`src/rtl/multicycle_main_decoder_if.sv`:
```
// Instruction-field and control-strobe bundle between the instruction register
// side (master) and the multicycle main decoder (slave).
interface multicycle_main_decoder_if;
    logic [1:0] Op;
    logic [5:0] Funct;
    logic [3:0] Rd;
    logic       IRWrite;
    logic       NextPC;
    logic       AdrSrc;
    logic [1:0] ALUSrcA;
    logic [1:0] ALUSrcB;
    logic [1:0] ResultSrc;
    logic [1:0] ALUControl;
    logic [1:0] ImmSrc;
    logic [1:0] RegSrc;
    logic [1:0] FlagW;
    logic       PCS;
    logic       RegW;
    logic       MemW;
    logic [3:0] State;

    modport master (
        output Op, Funct, Rd,
        input  IRWrite, NextPC, AdrSrc, ALUSrcA, ALUSrcB, ResultSrc, ALUControl,
               ImmSrc, RegSrc, FlagW, PCS, RegW, MemW, State
    );

    modport slave (
        input  Op, Funct, Rd,
        output IRWrite, NextPC, AdrSrc, ALUSrcA, ALUSrcB, ResultSrc, ALUControl,
               ImmSrc, RegSrc, FlagW, PCS, RegW, MemW, State
    );
endinterface

```
`src/rtl/multicycle_main_decoder.sv`:
```
// Multicycle ARM-subset control FSM and instruction decoder (Moore outputs).
// Optional macro CMP_NOWRITE_EN: cmd 1010 decodes as a flag-only SUB (CMP).
module multicycle_main_decoder #(
    parameter int unsigned PC_IDX = 15
) (
    input  logic                        clk,
    input  logic                        reset,
    multicycle_main_decoder_if.slave    dec
);
    localparam int unsigned RD_W = 4;

    typedef enum logic [3:0] {
        S_FETCH    = 4'd0,
        S_DECODE   = 4'd1,
        S_MEMADR   = 4'd2,
        S_MEMREAD  = 4'd3,
        S_MEMWB    = 4'd4,
        S_MEMWRITE = 4'd5,
        S_EXECUTER = 4'd6,
        S_EXECUTEI = 4'd7,
        S_ALUWB    = 4'd8,
        S_BRANCH   = 4'd9
    } state_e;

    state_e     state_q, state_d;
    logic [3:0] cmd_c;
    logic       s_bit_c;
    logic [1:0] alu_cmd_c;
    logic       flag_cv_c;
    logic       cmp_nowrite_c;
    logic       branch_c;
    logic       regw_c;

    assign cmd_c   = dec.Funct[4:1];
    assign s_bit_c = dec.Funct[0];

    // cmd -> ALU operation; unsupported commands fall back to ADD
    always_comb begin
        alu_cmd_c     = 2'b00;
        flag_cv_c     = 1'b0;
        cmp_nowrite_c = 1'b0;
        case (cmd_c)
            4'b0100: begin alu_cmd_c = 2'b00; flag_cv_c = 1'b1; end
            4'b0010: begin alu_cmd_c = 2'b01; flag_cv_c = 1'b1; end
            4'b0000: alu_cmd_c = 2'b10;
            4'b1100: alu_cmd_c = 2'b11;
`ifdef CMP_NOWRITE_EN
            4'b1010: begin
                alu_cmd_c     = 2'b01;
                flag_cv_c     = 1'b1;
                cmp_nowrite_c = s_bit_c;
            end
`endif
            default: alu_cmd_c = 2'b00;
        endcase
    end

    // next-state: unused encodings recover to FETCH
    always_comb begin
        state_d = S_FETCH;
        case (state_q)
            S_FETCH:  state_d = S_DECODE;
            S_DECODE: begin
                case (dec.Op)
                    2'b00:   state_d = dec.Funct[5] ? S_EXECUTEI : S_EXECUTER;
                    2'b01:   state_d = S_MEMADR;
                    2'b10:   state_d = S_BRANCH;
                    default: state_d = S_FETCH;
                endcase
            end
            S_MEMADR:   state_d = s_bit_c ? S_MEMREAD : S_MEMWRITE;
            S_MEMREAD:  state_d = S_MEMWB;
            S_EXECUTER: state_d = S_ALUWB;
            S_EXECUTEI: state_d = S_ALUWB;
            default:    state_d = S_FETCH;
        endcase
    end

    always_ff @(posedge clk) begin
        if (reset) state_q <= S_FETCH;
        else       state_q <= state_d;
    end

    // per-state output decode; reset masks everything so an aborted
    // instruction can never write memory or registers
    always_comb begin
        dec.IRWrite    = 1'b0;
        dec.NextPC     = 1'b0;
        dec.AdrSrc     = 1'b0;
        dec.ALUSrcA    = 2'b00;
        dec.ALUSrcB    = 2'b00;
        dec.ResultSrc  = 2'b00;
        dec.ALUControl = 2'b00;
        dec.FlagW      = 2'b00;
        dec.MemW       = 1'b0;
        dec.ImmSrc     = dec.Op;
        dec.RegSrc     = {dec.Op == 2'b01, dec.Op == 2'b10};
        dec.State      = state_q;
        branch_c       = 1'b0;
        regw_c         = 1'b0;

        case (state_q)
            S_FETCH: begin
                dec.IRWrite   = 1'b1;
                dec.NextPC    = 1'b1;
                dec.ALUSrcA   = 2'b01;
                dec.ALUSrcB   = 2'b10;
                dec.ResultSrc = 2'b10;
            end
            S_DECODE: begin
                dec.ALUSrcA   = 2'b01;
                dec.ALUSrcB   = 2'b10;
                dec.ResultSrc = 2'b10;
            end
            S_MEMADR:  dec.ALUSrcB = 2'b01;
            S_MEMREAD: dec.AdrSrc  = 1'b1;
            S_MEMWB: begin
                dec.ResultSrc = 2'b01;
                regw_c        = 1'b1;
            end
            S_MEMWRITE: begin
                dec.AdrSrc = 1'b1;
                dec.MemW   = 1'b1;
            end
            S_EXECUTER, S_EXECUTEI: begin
                dec.ALUSrcB    = (state_q == S_EXECUTEI) ? 2'b01 : 2'b00;
                dec.ALUControl = alu_cmd_c;
                dec.FlagW      = s_bit_c ? {1'b1, flag_cv_c} : 2'b00;
            end
            S_ALUWB: regw_c = ~cmp_nowrite_c;
            S_BRANCH: begin
                dec.ALUSrcA   = 2'b10;
                dec.ALUSrcB   = 2'b01;
                dec.ResultSrc = 2'b10;
                branch_c      = 1'b1;
            end
            default: ;
        endcase

        dec.RegW = regw_c;
        dec.PCS  = branch_c | (regw_c & (dec.Rd == RD_W'(PC_IDX)));

        if (reset) begin
            dec.IRWrite    = 1'b0;
            dec.NextPC     = 1'b0;
            dec.AdrSrc     = 1'b0;
            dec.ALUSrcA    = 2'b00;
            dec.ALUSrcB    = 2'b00;
            dec.ResultSrc  = 2'b00;
            dec.ALUControl = 2'b00;
            dec.ImmSrc     = 2'b00;
            dec.RegSrc     = 2'b00;
            dec.FlagW      = 2'b00;
            dec.PCS        = 1'b0;
            dec.RegW       = 1'b0;
            dec.MemW       = 1'b0;
            dec.State      = S_FETCH;
        end
    end
endmodule

```
`src/flat_wrapper.sv`:
```
// flat-port wrapper written by rule: the top's interface ports become plain ports
module multicycle_main_decoder_flat 
#(
    parameter int unsigned PC_IDX = 15
)
  (clk, reset, dec_Op, dec_Funct, dec_Rd, dec_IRWrite, dec_NextPC, dec_AdrSrc, dec_ALUSrcA, dec_ALUSrcB, dec_ResultSrc, dec_ALUControl, dec_ImmSrc, dec_RegSrc, dec_FlagW, dec_PCS, dec_RegW, dec_MemW, dec_State);
  multicycle_main_decoder_if dec_i ();
  input  logic clk;
  input  logic reset;
  input wire logic [$bits(dec_i.Op)-1:0] dec_Op;
  input wire logic [$bits(dec_i.Funct)-1:0] dec_Funct;
  input wire logic [$bits(dec_i.Rd)-1:0] dec_Rd;
  output wire logic [$bits(dec_i.IRWrite)-1:0] dec_IRWrite;
  output wire logic [$bits(dec_i.NextPC)-1:0] dec_NextPC;
  output wire logic [$bits(dec_i.AdrSrc)-1:0] dec_AdrSrc;
  output wire logic [$bits(dec_i.ALUSrcA)-1:0] dec_ALUSrcA;
  output wire logic [$bits(dec_i.ALUSrcB)-1:0] dec_ALUSrcB;
  output wire logic [$bits(dec_i.ResultSrc)-1:0] dec_ResultSrc;
  output wire logic [$bits(dec_i.ALUControl)-1:0] dec_ALUControl;
  output wire logic [$bits(dec_i.ImmSrc)-1:0] dec_ImmSrc;
  output wire logic [$bits(dec_i.RegSrc)-1:0] dec_RegSrc;
  output wire logic [$bits(dec_i.FlagW)-1:0] dec_FlagW;
  output wire logic [$bits(dec_i.PCS)-1:0] dec_PCS;
  output wire logic [$bits(dec_i.RegW)-1:0] dec_RegW;
  output wire logic [$bits(dec_i.MemW)-1:0] dec_MemW;
  output wire logic [$bits(dec_i.State)-1:0] dec_State;
  assign dec_i.Op = dec_Op;
  assign dec_i.Funct = dec_Funct;
  assign dec_i.Rd = dec_Rd;
  assign dec_IRWrite = dec_i.IRWrite;
  assign dec_NextPC = dec_i.NextPC;
  assign dec_AdrSrc = dec_i.AdrSrc;
  assign dec_ALUSrcA = dec_i.ALUSrcA;
  assign dec_ALUSrcB = dec_i.ALUSrcB;
  assign dec_ResultSrc = dec_i.ResultSrc;
  assign dec_ALUControl = dec_i.ALUControl;
  assign dec_ImmSrc = dec_i.ImmSrc;
  assign dec_RegSrc = dec_i.RegSrc;
  assign dec_FlagW = dec_i.FlagW;
  assign dec_PCS = dec_i.PCS;
  assign dec_RegW = dec_i.RegW;
  assign dec_MemW = dec_i.MemW;
  assign dec_State = dec_i.State;
  multicycle_main_decoder #(.PC_IDX(PC_IDX)) u_core (.clk(clk), .reset(reset), .dec(dec_i));
endmodule
```
`config.mk`:
```
export PLATFORM = sky130hd
export DESIGN_NAME = multicycle_main_decoder_flat
export DESIGN_NICKNAME = d
export VERILOG_FILES = /design/src/rtl/multicycle_main_decoder_if.sv /design/src/rtl/multicycle_main_decoder.sv /design/src/flat_wrapper.sv
export SDC_FILE = /design/constraint.sdc
export NUM_CORES = 1
export LEC_CHECK = 0
export CAP_MARGIN = 20
export CORE_MARGIN = 2
export CORE_UTILIZATION = 34
export DETAILED_ROUTE_END_ITERATION = 12
export PLACE_DENSITY = 0.85
export SLEW_MARGIN = 20
export SYNTH_ARGS = -nofsm -noshare
export SYNTH_HDL_FRONTEND = slang
export SYNTH_SLANG_ARGS = --single-unit
```
`constraint.sdc`:
```
create_clock -name clk -period 4 [get_ports clk]
set_input_delay 0.6 -clock clk [delete_from_list [all_inputs] [get_ports clk]]
set_output_delay 0.6 -clock clk [all_outputs]
set_load 0.03 [all_outputs]
```
==> run metrics <==
status=complete, no violations; worst-skew pair later-pin latency=0.23 ns; cell count after placement=111; Gates resized, CTS repair=0; Hold EP=u_core.state_q[0]; Num CTS Buffers=3; Antenna Cells=0; most common cell after layout, fill and taps aside=clkdlybuf4s50_1; pin count of the biggest net entering global routing=17; fin cells=114; max-slew violation count=0; FF-to-FF setup slack=2.64 ns; drt wl/cell=12.7 µm; Worst Hold Depth=1; final instance area=851 µm²; cells after synthesis=66; clk slew on worst S/H paths=0.04 ns; synth top area cells=dfxtp_1 17%, nor2b_1 9.1%, nor2_1 6.2%; largest registers=u_core.state_q: 4 flops; Unique masters post-synth=29; Mapped Nets=80; Post-synth ARST share=0; ys flop type=dfxtp_1; Startpoint Class=input port; I/O pin cnt=38; Synth warnings=0; placement row count=13; Yosys top cell area share=0.166; Sw Pwr=0.0688 mW; Setup Buffers After CTS=0; FF+latch count, synth=4; # hold bufs at CTS=0; Nets=115; initial antenna violation count=0; Final Wtd Congestion=0.771; Fill cells=107; clk buf depth=2; Worst Setup End Kind=output port; Peak Freq=304 MHz; port bufs=37; Vert. Die Dim=41.6 µm; Post-Syn Area per Cell=7.30 µm²; All-Layer GR Usage=0.166; power density over the cells=218 mW/mm²; Logic pwr share=0.459; # DRC=0; die area=0.00173 mm²; max FFs per register=4; CTS H-tree depth=1; Area growth, synth to finish=76.6%; R2R Path End=u_core.state_q[2]; Peak VDD IR=0.000125 V; root buf cell=clkbuf_4; Seq pwr share=0.278; RSZ-0062 raised after global routing=no; HP Class=register to register; DRT Pass-1 Iters=4; GRT overflow=0; Seq/Total Area, Yosys=0.166; Critical Path Fanout Max=12; Post-DRT Antenna Nets=0; post-synthesis mux area share=0; Setup Viol. Count Final=0; Synth area leader=dfxtp_1; area share of fa/ha/maj cells after synthesis=0; fin crit period=3.29 ns; Slew headroom=0.620; layout cells sized above 1=0.0808; Top reg by flops=u_core.state_q; Synth Area in XOR/XNOR=0.0909; worst hold slack=0.623 ns; DP Area=828 µm²; synthesized cell area=482 µm²; Synth Area in Simple Gates=0.499; FF/Latch Area=80.1 µm²; max-capacitance violation count=0; CTS tree=built; Sw Share=0.371; Setup TNS Final=0 ns; Worst-Margin Slew=0.569 ns; R2R cell count=3; Tcrit/Tclk final=0.824; Clock Skew=0.000139 ns; dpl hpwl=1120 µm; hold_sp=u_core.state_q[0]; leakage=0.309 nW; clock network fraction of total power=0.263; total number of vias=583; Internal Power=0.117 mW; worst reg2reg path startpoint=u_core.state_q[0]; Routed WL=1450 µm; commonest non-fill, non-tap cells in the layout=37 x clkdlybuf4s50_1, 8 x nor2_1, 7 x nor2b_1, 5 x a21oi_1, 4 x dfxtp_1; Initial Util=0.366; compound-cell area share of the yosys netlist=0.125; required time of the critical path=3.40 ns; Worst Path Arrival=2.69 ns; Die Wd=41.6 µm; drt initial violations=6; vias in the first global route=558; core outline area=0.00132 mm²; number of clock sinks=4; count of final hold-check violations=0; number of flops mapped to enable cells by yosys=0; Vias/cell=5.11; global-route wire length before repair=2290 µm; critical path class=input port to output port; main combinational cell family by area after synthesis=simple AND/OR/NAND/NOR gates; Multi-input gate area=344 µm²
[layout make-up]
| class | count | area share |
|---|---|---|
| Timing Repair Buffer | 38 | 0.444 |
| Multi-Input combinational cell | 52 | 0.404 |
| Sequential cell | 4 | 0.0941 |
| Clock buffer | 3 | 0.0265 |
| Tap cell | 15 | 0.0221 |
| Inverter | 2 | 0.00882 |
[kinds of logic after synthesis]
| group | after synthesis |
|---|---|
| AOI/OAI and AO/OA | 10 |
| xor gates and xnor gates | 5 |
| buffers and inverters | 10 |
| DFF | 4 |
| and+or+nand+nor | 37 |
[metal layers]
layer | wire length (µm) | GRT usage | vias to the layer above
met5 | 0 | 0 | -
met2 | 740 | 0.294 | 22
met1 | 591 | 0.171 | 264
li1 | - | - | 295
met3 | 97 | 0.0478 | 2
met4 | 19 | 0.0968 | 0
[worst max path at each step]
| stage | from | end | slack (ns) | cells after the start |
|---|---|---|---|---|
| CTS | reset | dec_FlagW[0] | 0.69 | 5 |
| detailed placement | reset | dec_FlagW[0] | 0.69 | 5 |
| floorplan | reset | dec_ResultSrc[1] | 1.06 | 2 |
| global placement | reset | dec_FlagW[0] | 0.74 | 5 |
| finish | reset | dec_FlagW[0] | 0.71 | 5 |
| global route | reset | dec_FlagW[0] | 0.64 | 5 |
[cell usage after synthesis, drive strengths merged, types with 3 or more instances]
cell type,instances
a21oi,5
buf,5
clkbuf,3
dfxtp,4
nand2,3
nand3b,3
nor2,8
nor2b,7
nor3,4
nor4,3
or3,3
xnor2,3
[power by group through the flow]
stage                     Combinational [mW]  Sequential [mW]  Clock, mW
after detailed placement              0.0848           0.0521          0
after global placement                0.0841           0.0519          0
after CTS                             0.0855           0.0516     0.0497
final                                 0.0850           0.0516     0.0487
after global routing                  0.0899           0.0525     0.0579
after floorplan                       0.0564           0.0440          0
[per-stage QoR]
step / power [mW] / util / setup WS [ns]
finish: 0.185 / 0.646 / 0.705
floorplan: 0.100 / - / 1.06
global route: 0.200 / 0.646 / 0.641
detailed placement: 0.137 / 0.629 / 0.687
CTS: 0.187 / 0.646 / 0.688
global placement: 0.136 / 0.629 / 0.744
[critical path: stages]
cell	delay [ns]
clkdlybuf4s50_1	0.45
buf_4	0.19
or4_4	0.52
nor4_4	0.22
clkdlybuf4s50_1	0.70
Note: power is estimated with default switching activity, not from simulation.
